**src/rtl/day10_record_reader.sv**
```systemverilog
// Day-10 record reader: parses the machine description byte stream into one
// record at a time (lights, target, button masks, optional joltage targets)
// and presents it on a valid/ready port. Back-to-back records are parsed with
// a single bubble cycle; oversize counts are clamped, and an early tlast ends
// the record as truncated.
//
// state   | meaning
// RD_NL   | waiting for the lights count beat (also idle after end of input)
// RD_TGT  | reading L' target bits
// RD_NB   | waiting for the button count beat
// RD_BTN  | reading B' x L' button bits
// RD_JOLT | reading L' joltage values
// HOLD    | record presented on rec_valid, input stalled
module day10_record_reader #(
  parameter int MAX_NUM_LIGHTS  = 16,
  parameter int MAX_NUM_BUTTONS = 16,
  parameter bit JOLT_EN         = 1'b1,
  parameter int JOLT_W          = 8,
  parameter int AXI_DATA_WIDTH  = 8,
  parameter int NL_W            = $clog2(MAX_NUM_LIGHTS + 1),
  parameter int NB_W            = $clog2(MAX_NUM_BUTTONS + 1)
) (
  input  logic                                  clk,
  input  logic                                  rst_n,
  input  logic [AXI_DATA_WIDTH-1:0]             s_tdata,
  input  logic                                  s_tvalid,
  output logic                                  s_tready,
  input  logic                                  s_tlast,
  output logic                                  rec_valid,
  input  logic                                  rec_ready,
  output logic [NL_W-1:0]                       num_lights,
  output logic [NB_W-1:0]                       num_buttons,
  output logic [MAX_NUM_LIGHTS-1:0]             target,
  output logic [MAX_NUM_BUTTONS*MAX_NUM_LIGHTS-1:0] buttons,
  output logic [MAX_NUM_LIGHTS*JOLT_W-1:0]      joltage,
  output logic                                  rec_last,
  output logic                                  end_of_input,
  output logic                                  err_clamp,
  output logic                                  err_trunc
);

  typedef enum logic [2:0] {RD_NL, RD_TGT, RD_NB, RD_BTN, RD_JOLT, HOLD} state_t;

  state_t          state;
  state_t          nat_nxt;   // where the record would go ignoring tlast
  state_t          nxt;
  logic [NL_W-1:0] idx;       // light index within the current field
  logic [NB_W-1:0] bi;        // button index
  logic            beat;
  logic            l_over;
  logic            b_over;
  logic [NL_W-1:0] l_clamped;
  logic [NB_W-1:0] b_clamped;
  logic            li_last;
  logic            btn_done;
  logic            trunc;

  assign beat      = s_tvalid && s_tready;
  assign l_over    = 32'(s_tdata) > MAX_NUM_LIGHTS;
  assign b_over    = 32'(s_tdata) > MAX_NUM_BUTTONS;
  assign l_clamped = l_over ? NL_W'(MAX_NUM_LIGHTS) : NL_W'(s_tdata);
  assign b_clamped = b_over ? NB_W'(MAX_NUM_BUTTONS) : NB_W'(s_tdata);
  assign li_last   = (idx == num_lights - NL_W'(1));
  assign btn_done  = li_last && (bi == num_buttons - NB_W'(1));
  // A tlast beat that is not the record's natural final beat truncates it.
  assign trunc     = beat && s_tlast && (nat_nxt != HOLD);

  // Next-state decode; any accepted tlast beat ends the record.
  always_comb begin
    nat_nxt = state;
    if (beat) begin
      case (state)
        RD_NL:   nat_nxt = (l_clamped != '0) ? RD_TGT : RD_NB;
        RD_TGT:  if (li_last) nat_nxt = RD_NB;
        RD_NB: begin
          if (b_clamped != '0 && num_lights != '0) nat_nxt = RD_BTN;
          else if (JOLT_EN && num_lights != '0)    nat_nxt = RD_JOLT;
          else                                     nat_nxt = HOLD;
        end
        RD_BTN:  if (btn_done) nat_nxt = JOLT_EN ? RD_JOLT : HOLD;
        RD_JOLT: if (li_last) nat_nxt = HOLD;
        default: nat_nxt = state;
      endcase
    end else if (state == HOLD && rec_ready) begin
      nat_nxt = RD_NL;
    end
    nxt = (beat && s_tlast) ? HOLD : nat_nxt;
  end

  // FSM state, handshake outputs and record datapath.
  always_ff @(posedge clk) begin
    if (!rst_n) begin
      state        <= RD_NL;
      s_tready     <= 1'b1;
      rec_valid    <= 1'b0;
      idx          <= '0;
      bi           <= '0;
      num_lights   <= '0;
      num_buttons  <= '0;
      target       <= '0;
      buttons      <= '0;
      joltage      <= '0;
      rec_last     <= 1'b0;
      end_of_input <= 1'b0;
      err_clamp    <= 1'b0;
      err_trunc    <= 1'b0;
    end else begin
      state     <= nxt;
      s_tready  <= (nxt != HOLD);
      rec_valid <= (nxt == HOLD);
      if (beat && s_tlast) rec_last <= 1'b1;
      if (trunc) err_trunc <= 1'b1;
      case (state)
        RD_NL: if (beat) begin
          num_lights  <= l_clamped;
          num_buttons <= '0;
          target      <= '0;
          buttons     <= '0;
          joltage     <= '0;
          rec_last    <= s_tlast;
          idx         <= '0;
          bi          <= '0;
          if (l_over) err_clamp <= 1'b1;
        end
        RD_TGT: if (beat) begin
          for (int i = 0; i < MAX_NUM_LIGHTS; i++)
            if (i == int'(idx)) target[i] <= s_tdata[0];
          idx <= idx + NL_W'(1);
        end
        RD_NB: if (beat) begin
          num_buttons <= b_clamped;
          idx         <= '0;
          if (b_over) err_clamp <= 1'b1;
        end
        RD_BTN: if (beat) begin
          for (int b = 0; b < MAX_NUM_BUTTONS; b++)
            for (int l = 0; l < MAX_NUM_LIGHTS; l++)
              if (b == int'(bi) && l == int'(idx))
                buttons[b*MAX_NUM_LIGHTS + l] <= s_tdata[0];
          if (li_last) begin
            idx <= '0;
            bi  <= bi + NB_W'(1);
          end else begin
            idx <= idx + NL_W'(1);
          end
        end
        RD_JOLT: if (beat && JOLT_EN) begin
          for (int i = 0; i < MAX_NUM_LIGHTS; i++)
            if (i == int'(idx)) joltage[i*JOLT_W +: JOLT_W] <= s_tdata[JOLT_W-1:0];
          idx <= idx + NL_W'(1);
        end
        HOLD: if (rec_ready && rec_last) end_of_input <= 1'b1;
        default: ;
      endcase
    end
  end

endmodule

```
**config.mk**
```make
export PLATFORM = sky130hd
export DESIGN_NAME = day10_record_reader
export DESIGN_NICKNAME = d
export VERILOG_FILES = /design/src/rtl/day10_record_reader.sv
export SDC_FILE = /design/constraint.sdc
export NUM_CORES = 1
export LEC_CHECK = 0
export CAP_MARGIN = 10
export CELL_PAD_IN_SITES_DETAIL_PLACEMENT = 0
export CELL_PAD_IN_SITES_GLOBAL_PLACEMENT = 2
export CORE_ASPECT_RATIO = 0.75
export CORE_UTILIZATION = 25
export CTS_CLUSTER_SIZE = 14
export DETAILED_ROUTE_END_ITERATION = 7
export DONT_BUFFER_PORTS = 1
export PLACE_DENSITY_LB_ADDON = 0.1
export SKIP_CTS_REPAIR_TIMING = 1
export SLEW_MARGIN = 20
export SYNTH_ARGS = -nofsm -noshare
export SYNTH_HDL_FRONTEND = slang
export SYNTH_SLANG_ARGS = --single-unit
export TNS_END_PERCENT = 50
```
**constraint.sdc**
```tcl
create_clock -name clk -period 2 [get_ports clk]
set_input_delay 0.3 -clock clk [delete_from_list [all_inputs] [get_ports clk]]
set_output_delay 0.3 -clock clk [all_outputs]
set_load 0.005 [all_outputs]
```
==> impl_metrics.ini <==
[pwr]
powerDensity_nw_per_um2 = 837
p_clk_share_pct = 48.8
switching_power_uw = 4920
ir_drop_mv = 0.619
power.combinational.fraction_pct = 7.7
swShare_pct = 24.7
seqPwrFrac_pct = 43.5
intPower_uw = 15000
leakagePower_uw = 0.00818

[yosys]
synthCells = 2288
synth.most_common_cell = dfxtp_1
yosys.area.top_type_share_pct = 44.3
synth_nets = 2313
ys_types = 61
avgSynthCellArea_sq_um = 8.47
synth-seq-area-share_pct = 44.3
ys_top_cells_by_area = dfxtp_1, a21boi_0, o21ai_0
synth_seq_cells = 429
synth_edf_count = 0
ys_top_cells_by_count = dfxtp_1, o21ai_0, nand2_1
synthArstFlopShare_pct = 0
syn_area_sq_um = 19400
synthFlopType = dfxtp_1
ys.warnings.count = 0
synth_top_area_cell = dfxtp_1

[routing]
via_count = 16300
viasPerCell = 4.89
routed_wl_mm = 82.3
remaining_drc_errors = 0
antenna_left = 0
first_pass_iters = 5
wire_per_inst_microns = 24.7
drtIter0Drc = 1109

[global_routing]
grt_first_pass_wirelength_mm = 117
first_global_vias = 15800
gr-total-overflow = 0
grt_max_degree = 425
antenna_found_initial = 0
grt_usage_pct = 19.9

[worst_setup_path]
worstPathRequired_ns = 2.50
r2r_cells = 8
cp-end-kind = flop
start_kind = flop
crit_fanout = 4
ff2ff_setup_slack_ns = -0.04
reg2reg_from = num_lights[0]$_SDFFE_PN0P_
rr_endpoint = rec_valid$_SDFF_PN0_
arrival_ns = 2.53
critical_path_class = reg -> reg

[status]
violations = negative hold slack, negative setup slack
status = finished with violations

[timing]
finalWorstSetupSlack_ns = -0.0383
worst_pin_slew_ns = 0.623
rsz0062_at_grt = true
fmax_mhz = 491
slew_violations = 0
setup_viol = 3
period_needed_ns = 2.04
report.final.hold_viol_count = 1
holdWs_ns = -0.0240
finalClockSkew_ns = 0.0240
timing.final.crit_share_pct = 102
slew_headroom_pct = 58.5
fin_setup_tns_ns = -0.0896

[clocking]
cts_tree = built
clk_pin_slew_worst_paths_ns = 0.06
htreeDepth = 2
clk_latency_ns = 0.62
cts_root_buffer = clkbuf_16
numCtsBuffers = 51
clock_sinks = 429
clockBufferDepth = 3

[job]
drv_cap = 0

[floorplan]
rows = 88
dieArea_sq_um = 78700
start_util_pct = 25.2
io_pins = 429
core_region_area_sq_um = 76900
die_x_microns = 324
dieHeight_microns = 243

[cells_and_area]
fill_cells = 8086
nets = 2282
drive_gt1_share_pct = 14.6
syn_to_final_growth_pct = 23.0
final_util_pct = 31.0

[placed_design]
pre_cts_slack_ns = -0.147
portBuffers = 0
post-dp-hpwl_mm = 52.6
place_congestion = 0.790

[min_path]
hp-class = in -> reg
holdPathEnd = buttons[29]$_SDFFE_PN0P_
min_from = rst_n
min_path_cells = 1
[critical path, cell delays in order (launching register included)]
cell,delay (ns)
dfxtp_2,0.32
buf_6,0.12
or3_4,0.35
o22a_1,0.21
o211a_4,0.18
buf_6,0.13
o211ai_1,0.24
nand3_2,0.16
a41o_1,0.21
[cells by family (layout without fill, tap and decap cells)]
logic type               Yosys count  in the layout  share of synthesized area [%]
AO/OA/AOI/OAI                    870            871                           27.5
AND/OR/NAND/NOR                  547            547                           14.0
flip-flops                       429            429                           44.3
buffers and inverters            285            292                           5.97
multiplexers                     131            131                           6.76
XOR/XNOR                          14             14                          0.632
adder cells (fa/ha/maj)           12             12                          0.774
other                              0              2                              0
[cells in the final DEF (no fill, tap or decap), types with 5 or more instances in the layout]
cell type / count
a21boi_0: 230
a21boi_1: 33
a21oi_1: 259
a21oi_2: 5
a21oi_4: 14
a22oi_1: 18
and2_1: 18
and3_1: 14
and3_2: 6
buf_12: 63
buf_4: 94
buf_6: 6
clkbuf_1: 17
clkbuf_16: 53
clkbuf_8: 14
dfxtp_1: 422
dfxtp_2: 7
dlygate4sd3_1: 5
ha_1: 8
inv_1: 29
mux2i_1: 131
nand2_1: 273
nand2b_2: 5
nand3_1: 12
nor2_1: 13
nor2_4: 11
nor2b_1: 156
nor3_1: 6
o21ai_0: 276
xnor2_1: 7
[sequential cells by signal, summed over array words and instances, names as in the netlist, named ones only]
| name | flops |
|---|---|
| err_trunc | 1 |
| buttons | 256 |
| s_tready | 1 |
| joltage | 128 |
| state | 3 |
| idx | 5 |
| bi | 5 |
| num_buttons | 5 |
| end_of_input | 1 |
| err_clamp | 1 |
| target | 16 |
| rec_valid | 1 |
| num_lights | 5 |
[power groups by stage]
stage               clock (uW)  combinational, uW  sequential, uW
floorplan                    0                909            8840
global placement             0               1470            8870
detailed placement           0               1480            8870
CTS                      10100               1480            8680
global route             10400               1630            8680
finish                    9730               1540            8680
[routing by layer]
metal	routed length (microns)	GRT usage (%)
met2	37500	31.3
met3	5820	5.89
met5	0	0
met4	1780	5.33
met1	37200	26.2
[metrics by stage]
step | cell area [sq um] | hold WS, ns | total power [uW] | std cells
2_1_floorplan | 19400 | 0.458 | 9750 | 2288
3_3_place_gp | 21700 | 0.455 | 10300 | 3225
3_5_place_dp | 21700 | 0.456 | 10300 | 3225
4_1_cts | 23400 | -0.215 | 20300 | 3317
5_1_grt | 23800 | -0.0865 | 20700 | 3331
6_report | 23800 | -0.0240 | 20000 | 3333
[final cells by class]
cell class              instances  area [sq um]  area share [%]
clock buffers                  82          1530            6.43
clock inverters                10           188           0.787
flip-flops and latches        429          8600            36.1
repair buffers                170          2130            8.95
well taps                    1035          1290            5.43
inverters                      30           113           0.472
multi-input cells            1575          9980            41.9
diodes                          2          5.00          0.0210
[how the worst max path moves through the flow]
stage                                    start              endpoint  slack [ns]
global placement    num_lights[0]$_SDFFE_PN0P_  rec_valid$_SDFF_PN0_       -0.07
finish              num_lights[0]$_SDFFE_PN0P_  rec_valid$_SDFF_PN0_       -0.04
floorplan           num_lights[0]$_SDFFE_PN0P_  rec_valid$_SDFF_PN0_        0.01
global route        num_lights[3]$_SDFFE_PN0P_  rec_valid$_SDFF_PN0_       -0.14
detailed placement  num_lights[0]$_SDFFE_PN0P_   idx[4]$_SDFFE_PN0P_       -0.15
CTS                 num_lights[0]$_SDFFE_PN0P_   idx[0]$_SDFFE_PN0P_       -0.17
No activity file was read; power rests on OpenSTA's default activity.
